<file path="src/rtl/interp_l_ctrl.sv">
// interp_l_ctrl: valid/ready sequencer for a runtime interpolate-by-L datapath
module interp_l_ctrl #(
    parameter int MAX_L = 8,
    parameter int FW    = $clog2(MAX_L + 1),
    parameter int PW    = $clog2(MAX_L)
) (
    input  logic          clk,
    input  logic          arst_n,
    input  logic          src_valid_in,
    output logic          src_ready_out,
    output logic          dst_valid_out,
    input  logic          dst_ready_in,
    input  logic [FW-1:0] factor_in,
    input  logic          mode_in,
    output logic          en_out,
    output logic          zero_out,
    output logic [PW-1:0] phase_out,
    output logic          last_out,
    output logic          busy_out
);

    typedef enum logic [1:0] {IDLE = 2'b00, EMIT = 2'b01} state_t;

    state_t        state_q;
    logic [PW-1:0] phase_q;
    logic [FW-1:0] l_q;
    logic          mode_q;
    logic [FW-1:0] l_clamp;
    logic          emit;

    // outputs are pure decode of state, captured regs and handshake inputs
    always_comb begin
        emit          = state_q == EMIT;
        l_clamp       = factor_in <= FW'(1) ? FW'(1) : factor_in > FW'(MAX_L) ? FW'(MAX_L) : factor_in;
        last_out      = emit && FW'(phase_q) == l_q - FW'(1);
        src_ready_out = !emit || (last_out && dst_ready_in);
        en_out        = arst_n && src_valid_in && src_ready_out;
        dst_valid_out = emit;
        busy_out      = emit;
        phase_out     = emit ? phase_q : '0;
        zero_out      = emit && !mode_q && phase_q != '0;
    end

    // acceptance restarts a sample; an accepted beat advances or finishes it
    always_ff @(posedge clk or negedge arst_n) begin
        if (!arst_n) begin
            state_q <= IDLE;
            phase_q <= '0;
            l_q     <= FW'(1);
            mode_q  <= 1'b0;
        end else if (en_out) begin
            state_q <= EMIT;
            phase_q <= '0;
            l_q     <= l_clamp;
            mode_q  <= mode_in;
        end else if (emit && dst_ready_in) begin
            if (last_out) state_q <= IDLE;
            else phase_q <= phase_q + PW'(1);
        end else if (!emit) begin
            state_q <= IDLE;
        end
    end

endmodule

</file>
<file path="config.mk">
export PLATFORM = sky130hd
export DESIGN_NAME = interp_l_ctrl
export DESIGN_NICKNAME = d
export VERILOG_FILES = /design/src/rtl/interp_l_ctrl.sv
export SDC_FILE = /design/constraint.sdc
export NUM_CORES = 1
export LEC_CHECK = 0
export CAP_MARGIN = 5
export CORE_MARGIN = 8
export CORE_UTILIZATION = 49
export CTS_BUF_LIST = sky130_fd_sc_hd__clkbuf_16
export DETAILED_ROUTE_END_ITERATION = 8
export PLACE_DENSITY = 0.81
export SKIP_CTS_REPAIR_TIMING = 1
export SLEW_MARGIN = 15
export SYNTH_ARGS = -nofsm -noshare
export SYNTH_HDL_FRONTEND = slang
export SYNTH_SLANG_ARGS = --single-unit
export TNS_END_PERCENT = 50
</file>
<file path="constraint.sdc">
create_clock -name clk -period 4.6 [get_ports clk]
set_input_delay 0.92 -clock clk [delete_from_list [all_inputs] [get_ports clk]]
set_output_delay 0.92 -clock clk [all_outputs]
set_load 0.01 [all_outputs]
</file>
### Word-level counts from Yosys, hierarchy flattened

Index checks and enable logic that the tools add are counted.

* bits in registers: 10
* input bits: 9
* output and inout port bits: 9

* $add $sub $neg: 2
* magnitude comparators: 2
* eq/ne operators: 5
* muxes and demuxes: 10
* reduce and logical (&&, ||, !) cells: 14

Operators with widths (count)
* 2-to-1 mux 3 bit: 4
* 2-to-1 mux 2 bit: 4
* 2-to-1 mux 4 bit: 2
* logical AND 1 bit: 7
* == test 3 x 4 -> 1 bit: 1
* greater-than comparator 4 bit, second input constant: 1
* <= comparator 4 x 1 -> 1 bit, second input constant: 1
* AND reduction 2 bit: 2
* subtractor 4 x 1 -> 4 bit, second input constant: 1
* adder 3 x 1 -> 3 bit, second input constant: 1
* != test 3 x 2 -> 1 bit, second input constant: 1
* != test 3 bit, second input constant: 1
* nonzero test 3 bit: 1
* == test 2 x 1 -> 1 bit, second input constant: 1
* logical NOT 1 bit: 2
* != test 2 bit, second input constant: 1
* nonzero test 2 bit: 1
* logical OR 1 bit: 1

### Longest topological paths before layout

Gate-level depths: netlist of the first run.

* depth in word-level cells: 8
* gate-level depth with buffers: 6
* depth with buffers taken out: 6

### Worst setup path after synthesis of the first run

OpenSTA, ideal clock, no wires.

* path type: register to output
* from: register l_q[0]
* to: output src_ready_out
* arrival: 1.709 ns
* required time: 3.680 ns
* slack: 1.971 ns
* cell stages (with the launch flop): 6
* buffers on the path: 0
* cells stage by stage: dfstp_2 inv_1 ha_1 xnor3_2 nand3_4 o31ai_1

* longest elaborated chain between the ends: 5

RTL lines
* start: declaration: RTL line 26 `logic [FW-1:0] l_q;`
* start signal: assignment: RTL line 54 `l_q <= l_clamp;`
* subtractor 4 x 1 -> 4 bit: RTL line 35 `last_out = emit && FW'(phase_q) == l_q - FW'(1);`
* == test 3 x 4 -> 1 bit: RTL line 35
* logical AND 1 bit: RTL line 35
* logical AND 1 bit: RTL line 36 `src_ready_out = !emit || (last_out && dst_ready_in);`
* logical OR 1 bit: RTL line 36
* end: declaration: RTL line 10 `output logic src_ready_out,`

No other way between the ends.

### Worst setup path in the final report of the first run

* from: input arst_n
* to: output en_out

* longest elaborated chain between the ends: 2

RTL lines
* start: declaration: RTL line 8 `input logic arst_n,`
* logical AND 1 bit (2 in a row): RTL line 37 `en_out = arst_n && src_valid_in && src_ready_out;`
* end: declaration: RTL line 15 `output logic en_out,`

No other way between the ends.

==> flow_metrics.tcl, run 1 <==
set metrics [dict create \
    dr.pass1.iters 4 \
    antennaDiodeCount 0 \
    via_per_inst 5.52 \
    nets 98 \
    area_growth_pct 40.3 \
    final-setup-viol-count 0 \
    dpl.hpwl_um 1180 \
    antenna_found_initial 0 \
    synthesis.nets 77 \
    clockRootBuffer "clkbuf_16" \
    cts_tree "done" \
    synth_seq_cells 9 \
    drc 0 \
    io_pins 18 \
    place_congestion 0.777 \
    finalSetupTns_ns 0 \
    wl_um 1550 \
    slew_violations 0 \
    synthCells 65 \
    synth_cell_types 33 \
    grt_pass1_wl_um 2620 \
    grt-ovfl-total 0 \
    cp-end-kind "output pin" \
    numCtsBuffers 3 \
    rows 13 \
    min_period_ns 3.61 \
    finalPower_mw 0.707 \
    worstHoldPathType "reg2reg" \
    critPathArrivalTime_ns 2.69 \
    die_y_um 52.6 \
    critPathSlowestCell "clkdlybuf4s50_1" \
    cp_cell_sequence "clkdlybuf4s50_1, nand2_1, or2_2, o31ai_4, clkdlybuf4s50_1" \
    mostFrequentLayoutCells "clkdlybuf4s50_1, dfrtp_1, inv_1" \
    grt_pass1_vias 573 \
    crit_path_max_incr_delay_ns 0.62 \
    ir_drop_v 0.000459 \
    fin_crit_sh 0.784 \
    vias 552 \
    maxSlewHeadroom 0.707 \
    grt_max_degree 17 \
    cap_violations 0 \
    synth_top_area_frac 0.305 \
    final_common_cell "clkdlybuf4s50_1" \
    clk_path_buf_depth 2 \
    hold_viol_final 0 \
    clkSinkCount 9 \
    start_util 0.517 \
    p_per_area_mw_per_mm2 769 \
    avgSynthCellArea_um2 10.1 \
    clkLatencyLatePin_ns 0.23 \
    worstMarginPinSlew_ns 0.440 \
    synthTopCellsByArea "dfrtp_1, ha_1, mux2_2" \
    synth_edf_count 0 \
    cts.clk_slew.worst_paths_ns 0.04 \
    drt-initial-drc-count 10 \
    crit_type "in2out" \
    max_freq_mhz 277 \
    post_drt_wl_per_cell_um 15.5 \
    leakage_nw 0.408 \
    synthArstFlopShare 1.00 \
    postRouteAntennaNets 0 \
    r2r_slack_ns 2.29 \
    grt_use_total 0.126 \
    final_util 0.725 \
    fp.coreArea_mm2 0.00127 \
    die_area_mm2 0.00276 \
    crit_path_start_kind "primary input" \
    yosys_warnings 0 \
    fin_worst_skew_ns 0.00513 \
    cp.required_ns 3.68 \
    drive_above_1_share 0.188 \
    synth_ff_type "dfrtp_1" \
    cp_common_cell "clkdlybuf4s50_1" \
    port_buffers 17 \
    rsz0062_at_grt "no" \
    syn_area_um2 656 \
    htreeDepth 1 \
    ys_seq_area_frac 0.345 \
    outcome "complete, no violations" \
    die_w_um 52.6 \
    yosys.area.top_type "dfrtp_1" \
    crit_fanout 7 \
]
[cell families after synthesis]
logic type      Yosys count  synth area share
buf+inv                   8            0.0515
simple gates             24             0.212
compound gates           12             0.164
fa+ha+maj                 3            0.0573
mux                       5            0.0821
xor+xnor                  4            0.0878
flops                     9             0.345
[final cells by class]
cell class | count | area [um^2]
Multi-Input combinational cell | 48 | 395
Fill cell | 95 | 349
Sequential cell | 9 | 226
Timing Repair Buffer | 18 | 178
Clock buffer | 3 | 75.1
Inverter | 6 | 22.5
Tap cell | 15 | 18.8
Clock inverter | 1 | 3.75
[Yosys cell counts, types with 2 or more instances]
| library cell | instances |
|---|---|
| and3_1 | 2 |
| inv_1 | 6 |
| and2_1 | 4 |
| o31a_2 | 2 |
| ha_1 | 3 |
| nor2_1 | 3 |
| nand2_1 | 5 |
| mux2_2 | 3 |
| nand3_1 | 3 |
| dfrtp_1 | 8 |
| mux2i_1 | 2 |
| o21ai_0 | 2 |
| xor2_1 | 2 |
[routing by layer]
metal / GRT usage / wire length (um) / up-vias
li1: - / - / 266
met4: 0.0172 / 0 / 0
met2: 0.225 / 831 / 10
met1: 0.136 / 620 / 276
met5: 0 / 0 / -
met3: 0.0568 / 95 / 0
[where the power goes]
group	internal (mW)	total (mW)	leakage (nW)	switching [mW]
registers	0.121	0.166	0.105	0.0447
clock network	0.114	0.151	0.0423	0.0374
logic	0.202	0.390	0.260	0.188
total	0.437	0.707	0.408	0.270
[path summary, 6_finish.rpt]
kind	startpoint	to	cells after the start
max	arst_n	en_out	5
max in group asynchronous	arst_n	l_q[0]	2
min reg2reg	mode_q	mode_q	1
max reg2reg	l_q[0]	l_q[2]	6
min in group asynchronous	arst_n	phase_q[1]	1
min	mode_q	mode_q	1
[per-stage QoR]
| step | worst slack, ns | hold slack, ns | instance area [um^2] | cells |
|---|---|---|---|---|
| final | 0.995 | 0.509 | 920 | 100 |
| after CTS | 0.999 | 0.510 | 920 | 100 |
| after global routing | 0.910 | 0.537 | 920 | 100 |
| after global placement | 1.03 | 0.518 | 841 | 96 |
| after detailed placement | 1.00 | 0.501 | 841 | 96 |
| after floorplan | 1.97 | 0.482 | 656 | 65 |
[worst max-delay path, delay by kind of cell]
kind,cells,cell delay [ns]
compound gates,1,0.12
buf+inv,2,1.15
simple gates,2,0.49
[registers in the layout, summed over array words and instances (netlist names)]
| signal | count |
|---|---|
| l_q | 4 |
| phase_q | 3 |
| mode_q | 1 |
| state_q | 1 |
Note: power is estimated with default switching activity, not from simulation.
==> run 2: changes to the inputs <==
--- a/config.mk
+++ b/config.mk
@@ -7,10 +7,10 @@
 export LEC_CHECK = 0
 export CAP_MARGIN = 5
 export CORE_MARGIN = 8
-export CORE_UTILIZATION = 49
+export CORE_UTILIZATION = 41
 export CTS_BUF_LIST = sky130_fd_sc_hd__clkbuf_16
 export DETAILED_ROUTE_END_ITERATION = 8
-export PLACE_DENSITY = 0.81
+export PLACE_DENSITY = 0.73
 export SKIP_CTS_REPAIR_TIMING = 1
 export SLEW_MARGIN = 15
 export SYNTH_ARGS = -nofsm -noshare
==> constraint.sdc (replaced) <==
create_clock -name clk -period 3.2 [get_ports clk]
set_input_delay 0.64 -clock clk [delete_from_list [all_inputs] [get_ports clk]]
set_output_delay 0.64 -clock clk [all_outputs]
set_load 0.01 [all_outputs]
==> run 2 against run 1 <==
Effect of this change:
- cell count is 3.0% higher
- worst hold slack better by 0.0015 ns
- critical path depth is 2 higher
- clock power is 40% higher
- global-route usage is 3.5 points lower
- highest routed layer is now met4
==> flow_metrics.tcl, run 2 (synthesis gave the netlist of run 1 again) <==
set metrics [dict create \
    dr.pass1.iters 4 \
    place_ws_ns 0.329 \
    place_congestion 0.776 \
    die_w_um 56.0 \
    leakage_nw 0.438 \
    grt_pass1_wl_um 2350 \
    crit_path_max_incr_delay_ns 0.54 \
    fillers 131 \
    antenna_found_initial 0 \
    final_common_cell "clkdlybuf4s50_1" \
    reg_top3 "l_q: 4 flops, phase_q: 3 flops" \
    die_y_um 56.0 \
    ir_drop_v 0.000527 \
    antennaDiodeCount 0 \
    area_growth_pct 43.9 \
    critPathArrivalTime_ns 2.42 \
    grt-ovfl-total 0 \
    finalSetupTns_ns 0 \
    drive_above_1_share 0.218 \
    die_area_mm2 0.00313 \
    top_layer_used "met4" \
    htreeDepth 1 \
    worstMarginPinSlew_ns 0.420 \
    wl_met1_um 600 \
    postRouteAntennaNets 0 \
    cts_tree "done" \
    outcome "complete, no violations" \
    crit_fanout 8 \
    max_freq_mhz 326 \
    cts.clk_slew.worst_paths_ns 0.04 \
    worstReg2RegStart "l_q[0]" \
    dr_wl_met3_um 107 \
    maxSlewHeadroom 0.719 \
    final-setup-viol-count 0 \
    crit_path_start_kind "register" \
    r2r-end "l_q[3]" \
    min_period_ns 3.06 \
    grt_max_degree 17 \
    seqCellArea_um2 226 \
    start_util 0.435 \
    largest_register_ffs 4 \
    multiInputGateArea_um2 400 \
    grt_pass1_vias 555 \
    cp-end-kind "output pin" \
    stdcell_area_um2 943 \
    via_per_inst 5.23 \
    nets 100 \
    fin_worst_skew_ns 0.00258 \
    regMostFlops "l_q" \
    crit_type "reg2out" \
    place_area_um2 857 \
    io_pins 18 \
    finalPower_mw 1.01 \
    layout_setup_ws_ns 0.137 \
    cp_cell_sequence "inv_1, ha_1, xnor3_2, nand3_4, nor2_1, and2_1, clkdlybuf4s50_1" \
    drc 0 \
    p_per_area_mw_per_mm2 1070 \
    post_drt_wl_per_cell_um 13.2 \
    hold_viol_final 0 \
    cp-endpoint "last_out" \
    r2r_slack_ns 0.92 \
    vias 539 \
    fp.coreArea_mm2 0.00151 \
    clkLatencyLatePin_ns 0.23 \
    rsz0062_at_grt "no" \
    critPathSlowestCell "dfstp_2" \
    clk_path_buf_depth 2 \
    clockRootBuffer "clkbuf_16" \
    worstHoldPathType "reg2reg" \
    fin_crit_sh 0.957 \
    wl_um 1360 \
    clkSinkCount 9 \
    dpl.hpwl_um 1140 \
    grt_use_total 0.0912 \
    rows 14 \
    slew_violations 0 \
    wl_met2_um 626 \
    numCtsBuffers 3 \
    cp.required_ns 2.56 \
    cap_violations 0 \
    startpoint "l_q[0]" \
    mostFrequentLayoutCells "clkdlybuf4s50_1, dfrtp_1, inv_1" \
    drt-initial-drc-count 5 \
    reg2reg_depth 7 \
    port_buffers 17 \
]
-- run 2: worst min-delay path by stage --
stage / slack, ns / cells past startpoint / to / from
after global placement: 0.50 / 1 / mode_q / mode_q
after detailed placement: 0.51 / 1 / mode_q / mode_q
final: 0.51 / 1 / mode_q / mode_q
after CTS: 0.52 / 1 / mode_q / mode_q
after floorplan: 0.34 / 0 / l_q[1] / arst_n
after global routing: 0.54 / 1 / mode_q / mode_q
-- run 2: worst max-delay path, delay by kind of cell (launching register included) --
family	cells	cell delay, ns
xor gates and xnor gates	1	0.41
and+or+nand+nor	3	0.45
buffers and inverters	2	0.59
adders and majority gates	1	0.20
DFF	1	0.54
-- run 2: per-layer routing --
layer / track usage / vias up
met2: 0.138 / 17
met1: 0.103 / 248
li1: - / 271
met4: 0.0619 / 0
met3: 0.0342 / 3
met5: 0 / -
-- run 2: layout make-up --
cell class                      instances  share of cell area
Clock buffer                            3              0.0796
Clock inverter                          1             0.00398
Inverter                                6              0.0239
Multi-Input combinational cell         48               0.424
Sequential cell                         9               0.240
Tap cell                               16              0.0212
Timing Repair Buffer                   20               0.207
-- run 2: stage by stage --
step | util | hold WS [ns] | cells
after floorplan | - | 0.344 | 65
after global placement | 0.569 | 0.500 | 99
after detailed placement | 0.569 | 0.506 | 99
after CTS | 0.621 | 0.515 | 103
after global routing | 0.626 | 0.538 | 103
final | 0.626 | 0.510 | 103
-- run 2: power breakdown --
part / internal [mW] / switching (mW)
clock: 0.163 / 0.0494
combinational: 0.295 / 0.267
sequential: 0.174 / 0.0636
==> run 3: changes to the inputs <==
--- a/config.mk
+++ b/config.mk
@@ -12,7 +12,6 @@
 export DETAILED_ROUTE_END_ITERATION = 8
 export PLACE_DENSITY = 0.73
 export SKIP_CTS_REPAIR_TIMING = 1
-export SLEW_MARGIN = 15
 export SYNTH_ARGS = -nofsm -noshare
 export SYNTH_HDL_FRONTEND = slang
 export SYNTH_SLANG_ARGS = --single-unit
==> results of run 3 <==
Final layout, timing and power as in run 2 (identical DEF).
